### src/rtl/mem_port_client_if.sv
// ============================================================================
// Module      : mem_port_client_if
// Description : Bus bundle between the CPU core, mem_port_client and the RAM.
// Revision    : 1.0 - initial release
// ============================================================================
`default_nettype none

interface mem_port_client_if #(
    parameter int AW = 12,
    parameter int DW = 16
);
    logic          if_req;
    logic [AW-1:0] if_addr;
    logic          if_valid;
    logic [DW-1:0] if_data;

    logic          d_req;
    logic          d_we;
    logic [AW-1:0] d_addr;
    logic [DW-1:0] d_wdata;
    logic          d_ready;
    logic          d_valid;
    logic [DW-1:0] d_rdata;

    logic [AW-1:0] ram_addr1;
    logic [AW-1:0] ram_addr2;
    logic [AW-1:0] ram_addw;
    logic [DW-1:0] ram_wdata;
    logic          ram_wren;
    logic [DW-1:0] ram_data1;
    logic [DW-1:0] ram_data2;

    // master: the port client itself; slave: core requesters plus RAM
    modport master (
        input  if_req, if_addr, d_req, d_we, d_addr, d_wdata, ram_data1, ram_data2,
        output if_valid, if_data, d_ready, d_valid, d_rdata,
        output ram_addr1, ram_addr2, ram_addw, ram_wdata, ram_wren
    );

    modport slave (
        output if_req, if_addr, d_req, d_we, d_addr, d_wdata, ram_data1, ram_data2,
        input  if_valid, if_data, d_ready, d_valid, d_rdata,
        input  ram_addr1, ram_addr2, ram_addw, ram_wdata, ram_wren
    );
endinterface

`default_nettype wire

### src/rtl/mem_port_client.sv
// ============================================================================
// Module      : mem_port_client
// Description : RAM initiator for fetch and load/store with a posted write
//               buffer and store-to-load forwarding on both read paths.
// Revision    : 1.0 - initial release
// ============================================================================
`default_nettype none

module mem_port_client #(
    parameter int AW         = 12,
    parameter int DW         = 16,
    parameter int WBUF_DEPTH = 2
) (
    input  logic                clk,
    input  logic                rst_n,
    mem_port_client_if.master   bus
);

    localparam int               c_PW    = $clog2(WBUF_DEPTH);
    localparam int               c_CW    = c_PW + 1;
    localparam logic [c_CW-1:0]  c_DEPTH = c_CW'(WBUF_DEPTH);

    logic [AW-1:0]   r_wb_addr [WBUF_DEPTH];
    logic [DW-1:0]   r_wb_data [WBUF_DEPTH];
    logic [c_PW-1:0] r_wr_ptr;
    logic [c_PW-1:0] r_rd_ptr;
    logic [c_CW-1:0] r_count;

    logic            r_if_valid;
    logic            r_if_hit;
    logic [DW-1:0]   r_if_fwd;
    logic            r_d_valid;
    logic            r_d_hit;
    logic [DW-1:0]   r_d_fwd;

    logic            w_ready;
    logic            w_push;
    logic            w_pop;
    logic            w_d_rd;
    logic [c_PW-1:0] w_idx;
    logic            w_if_hit;
    logic [DW-1:0]   w_if_fwd;
    logic            w_d_hit;
    logic [DW-1:0]   w_d_fwd;

    assign w_ready = ~bus.d_we | (r_count < c_DEPTH);
    assign w_push  = bus.d_req & bus.d_we & w_ready;
    assign w_pop   = (r_count != '0);
    assign w_d_rd  = bus.d_req & ~bus.d_we;

    assign bus.d_ready   = w_ready;
    assign bus.ram_addr1 = bus.if_addr;
    assign bus.ram_addr2 = bus.d_addr;
    assign bus.ram_wren  = w_pop;
    assign bus.ram_addw  = w_pop ? r_wb_addr[r_rd_ptr] : '0;
    assign bus.ram_wdata = w_pop ? r_wb_data[r_rd_ptr] : '0;

    assign bus.if_valid  = r_if_valid;
    assign bus.if_data   = r_if_hit ? r_if_fwd : (r_if_valid ? bus.ram_data1 : '0);
    assign bus.d_valid   = r_d_valid;
    assign bus.d_rdata   = r_d_hit ? r_d_fwd : (r_d_valid ? bus.ram_data2 : '0);

    // Walk entries oldest to youngest so the last match wins; the draining
    // head is still included because the RAM returns pre-write data.
    always_comb begin
        w_idx    = r_rd_ptr;
        w_if_hit = 1'b0;
        w_if_fwd = '0;
        w_d_hit  = 1'b0;
        w_d_fwd  = '0;
        for (int k = 0; k < WBUF_DEPTH; k++) begin
            w_idx = r_rd_ptr + c_PW'(k);
            if (c_CW'(k) < r_count) begin
                if (r_wb_addr[w_idx] == bus.if_addr) begin
                    w_if_hit = 1'b1;
                    w_if_fwd = r_wb_data[w_idx];
                end
                if (r_wb_addr[w_idx] == bus.d_addr) begin
                    w_d_hit = 1'b1;
                    w_d_fwd = r_wb_data[w_idx];
                end
            end
        end
    end

    always_ff @(posedge clk or negedge rst_n) begin
        if (!rst_n) begin
            r_wr_ptr   <= '0;
            r_rd_ptr   <= '0;
            r_count    <= '0;
            r_if_valid <= 1'b0;
            r_if_hit   <= 1'b0;
            r_if_fwd   <= '0;
            r_d_valid  <= 1'b0;
            r_d_hit    <= 1'b0;
            r_d_fwd    <= '0;
        end else begin
            if (w_push) begin
                r_wr_ptr <= r_wr_ptr + c_PW'(1);
            end
            if (w_pop) begin
                r_rd_ptr <= r_rd_ptr + c_PW'(1);
            end
            r_count    <= r_count + c_CW'(w_push) - c_CW'(w_pop);
            r_if_valid <= bus.if_req;
            r_if_hit   <= bus.if_req & w_if_hit;
            r_if_fwd   <= w_if_fwd;
            r_d_valid  <= w_d_rd;
            r_d_hit    <= w_d_rd & w_d_hit;
            r_d_fwd    <= w_d_fwd;
        end
    end

    // Entry storage needs no reset: only slots covered by r_count are ever read.
    always_ff @(posedge clk) begin
        if (w_push) begin
            r_wb_addr[r_wr_ptr] <= bus.d_addr;
            r_wb_data[r_wr_ptr] <= bus.d_wdata;
        end
    end

endmodule

`default_nettype wire

### src/flat_wrapper.sv
// flat-port wrapper written by rule: the top's interface ports become plain ports
module mem_port_client_flat 
#(
    parameter int AW         = 12,
    parameter int DW         = 16,
    parameter int WBUF_DEPTH = 2
)
  (clk, rst_n, bus_if_req, bus_if_addr, bus_d_req, bus_d_we, bus_d_addr, bus_d_wdata, bus_ram_data1, bus_ram_data2, bus_if_valid, bus_if_data, bus_d_ready, bus_d_valid, bus_d_rdata, bus_ram_addr1, bus_ram_addr2, bus_ram_addw, bus_ram_wdata, bus_ram_wren);
  mem_port_client_if #(.AW(AW), .DW(DW)) bus_i ();
  input  logic clk;
  input  logic rst_n;
  input wire logic [$bits(bus_i.if_req)-1:0] bus_if_req;
  input wire logic [$bits(bus_i.if_addr)-1:0] bus_if_addr;
  input wire logic [$bits(bus_i.d_req)-1:0] bus_d_req;
  input wire logic [$bits(bus_i.d_we)-1:0] bus_d_we;
  input wire logic [$bits(bus_i.d_addr)-1:0] bus_d_addr;
  input wire logic [$bits(bus_i.d_wdata)-1:0] bus_d_wdata;
  input wire logic [$bits(bus_i.ram_data1)-1:0] bus_ram_data1;
  input wire logic [$bits(bus_i.ram_data2)-1:0] bus_ram_data2;
  output wire logic [$bits(bus_i.if_valid)-1:0] bus_if_valid;
  output wire logic [$bits(bus_i.if_data)-1:0] bus_if_data;
  output wire logic [$bits(bus_i.d_ready)-1:0] bus_d_ready;
  output wire logic [$bits(bus_i.d_valid)-1:0] bus_d_valid;
  output wire logic [$bits(bus_i.d_rdata)-1:0] bus_d_rdata;
  output wire logic [$bits(bus_i.ram_addr1)-1:0] bus_ram_addr1;
  output wire logic [$bits(bus_i.ram_addr2)-1:0] bus_ram_addr2;
  output wire logic [$bits(bus_i.ram_addw)-1:0] bus_ram_addw;
  output wire logic [$bits(bus_i.ram_wdata)-1:0] bus_ram_wdata;
  output wire logic [$bits(bus_i.ram_wren)-1:0] bus_ram_wren;
  assign bus_i.if_req = bus_if_req;
  assign bus_i.if_addr = bus_if_addr;
  assign bus_i.d_req = bus_d_req;
  assign bus_i.d_we = bus_d_we;
  assign bus_i.d_addr = bus_d_addr;
  assign bus_i.d_wdata = bus_d_wdata;
  assign bus_i.ram_data1 = bus_ram_data1;
  assign bus_i.ram_data2 = bus_ram_data2;
  assign bus_if_valid = bus_i.if_valid;
  assign bus_if_data = bus_i.if_data;
  assign bus_d_ready = bus_i.d_ready;
  assign bus_d_valid = bus_i.d_valid;
  assign bus_d_rdata = bus_i.d_rdata;
  assign bus_ram_addr1 = bus_i.ram_addr1;
  assign bus_ram_addr2 = bus_i.ram_addr2;
  assign bus_ram_addw = bus_i.ram_addw;
  assign bus_ram_wdata = bus_i.ram_wdata;
  assign bus_ram_wren = bus_i.ram_wren;
  mem_port_client #(.AW(AW), .DW(DW), .WBUF_DEPTH(WBUF_DEPTH)) u_core (.clk(clk), .rst_n(rst_n), .bus(bus_i));
endmodule
### config.mk
export PLATFORM = sky130hd
export DESIGN_NAME = mem_port_client_flat
export DESIGN_NICKNAME = d
export VERILOG_FILES = /design/src/rtl/mem_port_client_if.sv /design/src/rtl/mem_port_client.sv /design/src/flat_wrapper.sv
export SDC_FILE = /design/constraint.sdc
export NUM_CORES = 1
export LEC_CHECK = 0
export BUFFER_PORTS_ARGS = -buffer_cell sky130_fd_sc_hd__buf_4
export CAP_MARGIN = 40
export CORE_UTILIZATION = 47
export DETAILED_ROUTE_END_ITERATION = 12
export PLACE_DENSITY = 0.82
export SYNTH_ARGS = -nofsm -noshare
export SYNTH_HDL_FRONTEND = slang
export SYNTH_SLANG_ARGS = --single-unit
### constraint.sdc
create_clock -name clk -period 2.6 [get_ports clk]
set_clock_uncertainty 0.1 [all_clocks]
set_input_delay 0.39 -clock clk [delete_from_list [all_inputs] [get_ports clk]]
set_output_delay 0.39 -clock clk [all_outputs]
set_load 0.02 [all_outputs]
==> metrics.md, run 1 <==
| Metric | Value |
|---|---|
| R2R setup slack | -0.04 ns |
| Worst hold slack | 0.0650 ns |
| YS warnings | 0 |
| Final Net Count | 738 |
| Core Area | 11100 sq um |
| CP required | 2.75 ns |
| Fmax | 379 MHz |
| Unique masters post-synth | 32 |
| CTS clock-pin slew for the worst setup and hold paths | 0.07 ns |
| Clk sinks | 96 |
| GPL Wtd Cong | 0.878 |
| Yosys reg bits | 96 |
| Drt initial violations | 504 |
| Status | finished with violations |
| Syn-to-layout area delta | 38.4% |
| Vias in the first global route | 4421 |
| Failing checks | setup timing |
| DR vias | 4885 |
| Post-Synthesis Mean Instance Area | 10.6 sq um |
| Synthesized instance count | 513 |
| Most used cell, CP | buf_12 |
| IO Port Bufs | 164 |
| Top-area cell type share of the netlist area | 30.8% |
| Worst-margin pin slew | 0.626 ns |
| Die area | 12100 sq um |
| Crit Path Category | register to register |
| Crit path time final | 2.64 ns |
| Reg2reg end | u_core.r_if_fwd[0] |
| Initial Utilization | 49.3% |
| Worst Reg2Reg Path Length in Cells | 10 |
| Leak pwr | 3.08 nW |
| Largest net degree at the start of global routing | 80 |
| Total CTS buffers | 9 |
| Final wirelength | 16.1 mm |
| Tcrit/Tclk final | 101% |
| HP Start | bus_if_req |
| CTS tree | done |
| Slew HR | 58.3% |
| Unrepaired setup endpoints after global routing | true |
| Antenna-violating nets left | 0 |
| Initial antenna violation count | 0 |
| Drt wl/cell | 20.0 microns |
| R2R Path Start | u_core.r_rd_ptr |
| Detailed Place HPWL | 10.1 mm |
| Worst setup EP type | register |
| Root Buffer | clkbuf_16 |
| CP max-delay cell | dfrtp_4 |
| Gr ovfl total | 0 |
| Fin util | 68.2% |
| Max Slew Vio Count | 0 |
| Worst-path cell chain | buf_12 > buf_12 > mux2i_4 > xor2_1 > nand3_1 > nor4_4 > buf_6 > buf_12 > nand3_1 > a32oi_2 |
| Worst Path Max Fanout | 8 |
| Commonest cells after routing, fill and taps aside | buf_4, nand3_1, edfxtp_1 |
| Fill cells | 759 |
| Die Ht | 110 microns |
| # setup viols final | 5 |
| Worst VDD drop | 0.646 mV |
| Register area share after synthesis | 49.1% |
| CP arrival | 2.79 ns |
| Layout cells sized above 1 | 39.2% |
| Drt pass-1 iters | 6 |
| Most common cell after layout, fill and taps aside | buf_4 |
| H-tree depth | 3 |
| Worst hold stages | 1 |
| Clk_lat worst skew | 0.35 ns |
| # DRC | 0 |
| Global-route wire length before repair | 21.5 mm |
| CP startpoint kind | register |
| CTS Buffer Depth | 2 |
| PwrDens | 771 nW/um^2 |
| Top Ports | 165 |
| Chip Width | 110 microns |
| Row cnt | 38 |
| Leading area contributor after synthesis | edfxtp_1 |
| Diode count | 0 |
| Post-synth net total | 590 |
| Via-to-Cell Ratio | 6.06 |
| Hold EP | u_core.bus.if_valid |
| Mapped cell area | 5460 sq um |
| Final Hold Fails | 0 |
| Synth top area cells | edfxtp_1, dfrtp_1, nand3_1, xor2_1, mux2i_1 |
| Hold WC Path Type | input port to register |
| Slack of the critical path | -0.0355 ns |
| MaxCap Viol Count | 0 |
| Tot GR Track Use | 24.0% |
| Max incr delay on CP | 0.53 ns |
==> logic make-up (layout without fill, tap and decap cells) <==
| family | Yosys count | count (layout) | share of synthesized area (%) |
|---|---|---|---|
| simple gates | 158 | 158 | 14.0 |
| compound gates | 100 | 100 | 13.6 |
| flops | 96 | 96 | 49.1 |
| buf+inv | 70 | 223 | 7.47 |
| xor+xnor | 50 | 50 | 8.02 |
| mux | 39 | 39 | 7.84 |
==> power breakdown <==
| part | switching, mW | leakage (nW) | internal (mW) |
|---|---|---|---|
| combinational | 1.25 | 1.91 | 1.09 |
| clock | 0.582 | 0.137 | 0.750 |
| sequential | 0.215 | 1.03 | 1.94 |
| total | 2.05 | 3.08 | 3.78 |
==> how the worst max path moves through the flow <==
stage                         start                  to  cells past startpoint  slack (ns)
CTS                 u_core.r_rd_ptr   u_core.r_d_fwd[1]                     10       -0.03
global route        u_core.r_rd_ptr  u_core.r_if_fwd[1]                     10       -0.11
global placement    u_core.r_rd_ptr   u_core.r_d_fwd[2]                      9        0.06
finish              u_core.r_rd_ptr  u_core.r_if_fwd[0]                     10       -0.04
detailed placement  u_core.r_rd_ptr   u_core.r_d_fwd[1]                      9       -0.05
floorplan           u_core.r_rd_ptr  u_core.r_d_fwd[10]                     10        0.23
==> final cells by class <==
class	count	area [sq um]	share of cell area [%]
clock buffers	10	229	3.03
clock inverters	6	66.3	0.877
inverters	5	18.8	0.248
multi-input cells	347	2630	34.8
flip-flops and latches	96	2690	35.5
well taps	140	175	2.32
repair buffers	202	1760	23.2
==> sequential cells by signal (all words and copies together) (netlist names) <==
register and count:
u_core.r_wb_data 32, u_core.r_wb_addr 24, u_core.r_d_fwd 16, u_core.r_if_fwd 16, u_core.r_count 2, u_core.bus.d_valid 1, u_core.bus.if_valid 1, u_core.r_d_hit 1
u_core.r_if_hit 1, u_core.r_rd_ptr 1, u_core.r_wr_ptr 1
==> critical path: cells and delay by family (launching register included) <==
family | cells | cell delay (ns)
compound gates | 1 | 0.23
flops | 1 | 0.53
buf+inv | 4 | 0.63
xor+xnor | 1 | 0.21
simple gates | 3 | 0.61
mux | 1 | 0.24
==> routing by layer <==
layer	vias up	track usage (%)	share of wire, %
met5	-	0	0
met4	0	13.0	2.7
met3	46	4.56	10
met2	340	40.8	51
met1	2332	28.5	36
li1	2167	-	-
==> Yosys cell counts <==
master / instances
nand3_1: 64
and4_1: 1
o21a_1: 2
inv_1: 5
nor4_1: 2
nand2_1: 42
nor4_2: 1
o211ai_1: 2
nand4_1: 7
buf_1: 1
nor3_1: 1
nor2b_1: 3
nor4_4: 2
xnor2_1: 14
clkbuf_1: 24
a21o_1: 2
edfxtp_1: 56
nand2b_1: 2
and2_1: 1
mux2i_1: 29
or4_1: 1
buf_4: 28
nor2_1: 31
a22o_1: 30
mux2i_2: 10
buf_2: 8
o21ai_0: 3
xor2_1: 36
dfrtp_1: 40
a32oi_1: 30
a21oi_1: 31
buf_6: 4
==> stage by stage <==
step	setup slack [ns]	TNS, ns	area, sq um	total power, mW	instances
6_report	-0.0355	-0.0985	7560	5.83	806
2_1_floorplan	0.234	0	5460	3.47	513
4_1_cts	-0.0266	-0.0266	7130	5.50	796
3_5_place_dp	-0.0456	-0.0456	6790	4.13	779
3_3_place_gp	0.0583	0	6780	4.06	778
5_1_grt	-0.105	-1.37	7560	6.04	806
==> timing repair <==
action / 4_1_cts / 5_1_grt
gates resized for setup: 5 / 43
endpoints found under the setup margin: 4 / 31
buffers inserted: 0 / 3
pin swaps: 0 / 15
endpoints found under the hold margin: 40 / 0
hold buffers: 1 / 0
gates cloned: 0 / 7
Note: power is estimated with default switching activity, not from simulation.
==> inputs of run 2 (changes only) <==
--- a/config.mk
+++ b/config.mk
@@ -7,9 +7,11 @@
 export LEC_CHECK = 0
 export BUFFER_PORTS_ARGS = -buffer_cell sky130_fd_sc_hd__buf_4
 export CAP_MARGIN = 40
+export CORE_MARGIN = 3
 export CORE_UTILIZATION = 47
 export DETAILED_ROUTE_END_ITERATION = 12
 export PLACE_DENSITY = 0.82
+export REMOVE_ABC_BUFFERS = 1
 export SYNTH_ARGS = -nofsm -noshare
 export SYNTH_HDL_FRONTEND = slang
 export SYNTH_SLANG_ARGS = --single-unit
==> metrics.md, run 2 (synthesis results as in run 1) <==
| Metric | Value |
|---|---|
| CTS clock-pin slew for the worst setup and hold paths | 0.07 ns (about the same) |
| Post-route cell area | 7680 sq um (+1.6%) |
| Total CTS buffers | 9 (unchanged) |
| Hold WC Path Type | input port to register |
| Initial antenna violation count | 0 (unchanged) |
| Setup TNS | -1.92 ns (-1.83 ns) |
| CTS Buffer Depth | 2 (unchanged) |
| DR vias | 5046 (+3.3%) |
| Antenna-violating nets left | 0 (unchanged) |
| Seq. cell area | 2690 sq um (unchanged) |
| Worst setup EP type | register |
| Leak pwr | 3.18 nW (+3.5%) |
| Die area | 12900 sq um (+7.4%) |
| Syn-to-layout area delta | 40.6% |
| IO Port Bufs | 164 (unchanged) |
| Final Net Count | 761 (+3.1%) |
| Unrepaired setup endpoints after global routing | true |
| CTS tree | done |
| Top Registers | u_core.r_wb_data (32), u_core.r_wb_addr (24) |
| Drt wl/cell | 21.2 microns (+6.4%) |
| Drt pass-1 iters | 6 (unchanged) |
| Layout cells sized above 1 | 40.8% (+1.6 points) |
| Worst-margin pin slew | 0.548 ns (-0.0776 ns) |
| Vias in the first global route | 4778 (+8.1%) |
| Core Area | 11100 sq um (unchanged) |
| Most common cell after layout, fill and taps aside | buf_4 |
| Gr ovfl total | 0 (unchanged) |
| Via-to-Cell Ratio | 6.09 (+0.43%) |
| Chip Width | 114 microns (+3.6%) |
| Tot GR Track Use | 24.2% (+0.24 points) |
| Commonest cells after routing, fill and taps aside | buf_4, nand3_1, edfxtp_1 |
| Die Ht | 114 microns (+3.6%) |
| Detailed Place HPWL | 11.0 mm (+9.1%) |
| # DRC | 0 (unchanged) |
| Crit path time final | 2.77 ns (+0.134 ns) |
| MaxCap Viol Count | 0 (unchanged) |
| Diode count | 0 (unchanged) |
| Worst VDD drop | 0.484 mV (-25%) |
| Max reg flops | 32 (unchanged) |
| Status | finished with violations |
| PwrDens | 811 nW/um^2 (+5.2%) |
| Tcrit/Tclk final | 107% (+5.1 points) |
| Slew HR | 63.4% (+5.2 points) |
| Largest net degree at the start of global routing | 81 (+1.3%) |
| Clk sinks | 96 (unchanged) |
| Crit Path Category | register to register |
| Drt initial violations | 411 (-18%) |
| Final cell count without fillers | 829 (+2.9%) |
| Slack of the critical path | -0.169 ns (-0.134 ns) |
| Initial Utilization | 49.3% (unchanged) |
| # setup viols final | 22 (+17) |
| Footprint of the multi-input gates | 2610 sq um (-0.57%) |
| Most flop-heavy register | u_core.r_wb_data |
| Final Hold Fails | 0 (unchanged) |
| CP startpoint kind | register |
| Fill cells | 769 (+1.3%) |
| Placed cell count | 799 (+2.6%) |
| CP arrival | 2.92 ns (+0.13 ns) |
| Top Ports | 165 (unchanged) |
| Clk_lat worst skew | 0.36 ns (about the same) |
| Fmax | 361 MHz (-4.8%) |
| Worst Path Max Fanout | 8 (unchanged) |
| Final wirelength | 17.6 mm (+9.4%) |
| Root Buffer | clkbuf_16 |
| CP required | 2.75 ns (about the same) |
| Max Slew Vio Count | 0 (unchanged) |
| GPL Wtd Cong | 0.828 (-5.6%) |
| H-tree depth | 3 (unchanged) |
| Global-route wire length before repair | 24.2 mm (+13%) |
| Area after DPL | 6890 sq um (+1.4%) |
| Row cnt | 38 (unchanged) |
| Failing checks | setup timing |
run 2: per-layer routing:
metal | up-vias | part of all wire [%] | GRT usage (%) | routed length, microns
met5 | - | 0 | 0 | 0
met3 | 54 | 9.3 | 4.03 | 1640
met1 | 2431 | 35 | 27.8 | 6180
met2 | 346 | 52 | 44.5 | 9240
li1 | 2215 | - | - | -
met4 | 0 | 3.1 | 9.90 | 553
run 2: metrics by stage:
stage	util [%]	power, mW	setup slack, ns	hold WS, ns
floorplan	-	3.43	-2.67	-0.00559
global placement	62.2	4.07	-0.00662	0.302
detailed placement	62.2	4.15	-0.126	0.306
CTS	65.9	5.81	0.00980	0.0590
global route	69.3	6.46	-0.168	0.0566
finish	69.3	6.23	-0.169	0.0604
run 2: critical path: stages, from the launching register on:
cell	delay, ns
dfrtp_4	0.56
buf_6	0.17
mux2i_2	0.28
xor2_1	0.23
nand4_1	0.20
buf_4	0.20
nor4_4	0.29
buf_6	0.17
buf_6	0.12
nand2_2	0.06
a32oi_2	0.27
run 2: path summary, 6_finish.rpt:
kind                            cells after the start         startpoint  slack, ns                   to
worst min register to register                      1  u_core.r_count[0]       0.42    u_core.r_count[0]
min in group asynchronous                           2              rst_n       0.46    u_core.r_d_fwd[1]
worst min-delay path                                1         bus_if_req       0.06  u_core.bus.if_valid
worst max-delay path                               10    u_core.r_rd_ptr      -0.17  u_core.r_if_fwd[15]
max in group asynchronous                           2              rst_n       1.52      u_core.r_rd_ptr
worst max register to register                     10    u_core.r_rd_ptr      -0.17  u_core.r_if_fwd[15]
run 2: final cells by class:
cell class	count	area share, %
Sequential cell	96	35.0
Clock buffer	9	2.93
Inverter	5	0.244
Multi-Input combinational cell	347	34.0
Tap cell	140	2.28
Timing Repair Buffer	225	23.9
Clock inverter	7	1.65
run 2: power by group:
part | switching [mW] | internal [mW] | total [mW]
clock | 0.619 | 0.952 | 1.57
combinational | 1.30 | 1.20 | 2.51
sequential | 0.214 | 1.94 | 2.15
run 2: timing repair:
action	CTS	global route
hold buffers	1	0
setup buffers	4	4
hold endpoints to repair	40	0
pin swaps	0	22
gates cloned	0	5
resized for setup	1	55
endpoints found under the setup margin	46	47
==> inputs of run 3 (changes only) <==
--- a/config.mk
+++ b/config.mk
@@ -11,6 +11,7 @@
 export CORE_UTILIZATION = 47
 export DETAILED_ROUTE_END_ITERATION = 12
 export PLACE_DENSITY = 0.82
+export RECOVER_POWER = 50
 export REMOVE_ABC_BUFFERS = 1
 export SYNTH_ARGS = -nofsm -noshare
 export SYNTH_HDL_FRONTEND = slang
==> metrics.md, run 3 (synthesis results as in run 1) <==
| Metric | Value |
|---|---|
| Crit path time final | 2.78 ns (+0.0132 ns) |
| CP startpoint kind | register |
| Worst setup EP type | register |
| Pint | 4.06 mW (-0.80%) |
| Via-to-Cell Ratio | 6.05 (-0.54%) |
| Most flop-heavy register | u_core.r_wb_data |
| Worst VDD drop | 0.479 mV (-0.96%) |
| CTS Buffer Depth | 2 (unchanged) |
| Final Hold Fails | 0 (unchanged) |
| Tcrit/Tclk final | 107% (+0.51 points) |
| H-tree depth | 3 (unchanged) |
| Top Ports | 165 (unchanged) |
| Top Registers | u_core.r_wb_data (32), u_core.r_wb_addr (24) |
| Drt wl/cell | 21.3 microns (+0.19%) |
| Vias in the first global route | 4778 (unchanged) |
| Clock power frac | 25.4% (+0.2 points) |
| CP required | 2.75 ns (about the same) |
| Detailed Place HPWL | 11.0 mm (unchanged) |
| MaxCap Viol Count | 0 (unchanged) |
| Max reg flops | 32 (unchanged) |
| Final wirelength | 17.6 mm (+0.19%) |
| Slew HR | 30.9% (-33 points) |
| Die area | 12900 sq um (unchanged) |
| Clk_lat worst skew | 0.36 ns (about the same) |
| # DRC | 0 (unchanged) |
| Slack of the critical path | -0.183 ns (-0.0132 ns) |
| CTS clock-pin slew for the worst setup and hold paths | 0.07 ns (about the same) |
| CTS tree | done |
| IO Port Bufs | 164 (unchanged) |
| Footprint of the multi-input gates | 2610 sq um (unchanged) |
| Fmax | 359 MHz (-0.48%) |
| # setup viols final | 22 (unchanged) |
| Antenna-violating nets left | 0 (unchanged) |
| CP arrival | 2.93 ns (about the same) |
| Reg power frac | 34.7% (about the same) |
| Status | finished with violations |
| Leak pwr | 3.01 nW (-5.6%) |
| Drt pass-1 iters | 5 (-1) |
| Worst Reg2Reg Path Length in Cells | 10 (unchanged) |
| Final Net Count | 761 (unchanged) |
| Total CTS buffers | 9 (unchanged) |
| Worst hold stages | 1 (unchanged) |
| Unrepaired setup endpoints after global routing | true |
| Fin util | 67.7% (-1.6 points) |
| Tot GR Track Use | 24.2% (unchanged) |
| Final cell count without fillers | 829 (unchanged) |
| Switching share of power | 34.4% (+0.16 points) |
| Tot Pwr | 6.20 mW (-0.55%) |
| Row cnt | 38 (unchanged) |
| Worst-margin pin slew | 1.04 ns (+0.488 ns) |
| Core Area | 11100 sq um (unchanged) |
| Largest net degree at the start of global routing | 81 (unchanged) |
| Placed cell count | 799 (unchanged) |
| GPL Wtd Cong | 0.828 (unchanged) |
| Crit Path Category | register to register |
| Root Buffer | clkbuf_16 |
| Most common cell after layout, fill and taps aside | buf_4 |
| Worst Path Max Fanout | 8 (unchanged) |
| Syn-to-layout area delta | 37.3% |
| PwrDens | 827 nW/um^2 (+1.9%) |
| Hold WC Path Type | input port to register |
| Fill cells | 828 (+7.7%) |
| Combinational Power Share | 39.9% (-0.3 points) |
| Drt initial violations | 417 (+1.5%) |
| Clk sinks | 96 (unchanged) |
| Seq. cell area | 2690 sq um (unchanged) |
| Commonest cells after routing, fill and taps aside | buf_4, nand3_1, edfxtp_1 |
| Initial antenna violation count | 0 (unchanged) |
| Failing checks | setup timing |
| Global-route wire length before repair | 24.2 mm (unchanged) |
| Max Slew Vio Count | 0 (unchanged) |
| Layout cells sized above 1 | 33.8% (-7.0 points) |
| DR vias | 5019 (-0.54%) |
| P_sw | 2.13 mW (about the same) |
| Worst hold slack | 0.0844 ns (+0.0240 ns) |
| Gr ovfl total | 0 (unchanged) |
| Diode count | 0 (unchanged) |
| Initial Utilization | 49.3% (unchanged) |
| Chip Width | 114 microns (unchanged) |
| Die Ht | 114 microns (unchanged) |
-- run 3: changes by cell type in the layout (fill, tap and decap cells not counted) --
cell      previous run  this run
and2_0               0         1
buf_4              201       143
clkbuf_2             0         1
clkbuf_4             2        11
and2_1               1         0
clkbuf_1             0        48
-- run 3: what timing repair did --
item / 4_1_cts / 5_1_grt
cloned: 0 / 5
pin swaps: 0 / 22
resized for setup: 1 / 55
endpoints found under the setup margin: 46 / 47
hold buffers: 1 / 0
hold endpoints to repair: 40 / 0
setup buffers: 4 / 4
-- run 3: path summary, 6_finish.rpt --
kind / to / startpoint / slack (ns)
min in group asynchronous: u_core.r_d_fwd[1] / rst_n / 0.65
hold / removal: u_core.bus.if_valid / bus_if_req / 0.08
hold reg to reg: u_core.r_count[0] / u_core.r_count[0] / 0.43
max in group asynchronous: u_core.r_rd_ptr / rst_n / 0.99
setup / recovery: u_core.r_if_fwd[15] / u_core.r_rd_ptr / -0.18
setup reg to reg: u_core.r_if_fwd[15] / u_core.r_rd_ptr / -0.18
-- run 3: metrics by stage --
| stage | worst slack, ns | cell area (sq um) | TNS [ns] |
|---|---|---|---|
| 2_1_floorplan | -2.67 | 5070 | -113.05 |
| 3_3_place_gp | -0.00662 | 6890 | -0.00662 |
| 3_5_place_dp | -0.126 | 6890 | -0.928 |
| 4_1_cts | 0.00980 | 7300 | 0 |
| 5_1_grt | -0.168 | 7500 | -3.85 |
| 6_report | -0.183 | 7500 | -2.11 |
-- run 3: layout make-up --
class                           instances  area share, %
Sequential cell                        96           35.8
Timing Repair Buffer                  225           22.0
Multi-Input combinational cell        347           34.8
Clock buffer                            9           3.00
Inverter                                5          0.250
Tap cell                              140           2.34
Clock inverter                          7           1.69
-- run 3: worst max-delay path, cell delays in order (launching register included) --
cell and delay (ns):
dfrtp_4 0.56, buf_6 0.17, mux2i_2 0.28, xor2_1 0.23, nand4_1 0.21, buf_4 0.20
nor4_4 0.29, buf_6 0.17, buf_6 0.12, nand2_2 0.06, a32oi_2 0.28
-- run 3: per-layer routing --
metal	vias up	global-route usage [%]	routed length (microns)
met5	-	0	0
li1	2211	-	-
met1	2424	27.8	6230
met2	320	44.5	9140
met4	0	9.90	626
met3	64	4.03	1650
-- run 3: power by group through the flow --
stage | sequential [mW] | combinational [mW] | clock [mW]
after detailed placement | 2.20 | 1.96 | 0
after global routing | 2.18 | 2.61 | 1.65
after CTS | 2.11 | 2.12 | 1.57
after floorplan | 2.29 | 1.14 | 0
after global placement | 2.18 | 1.89 | 0
final | 2.15 | 2.47 | 1.57
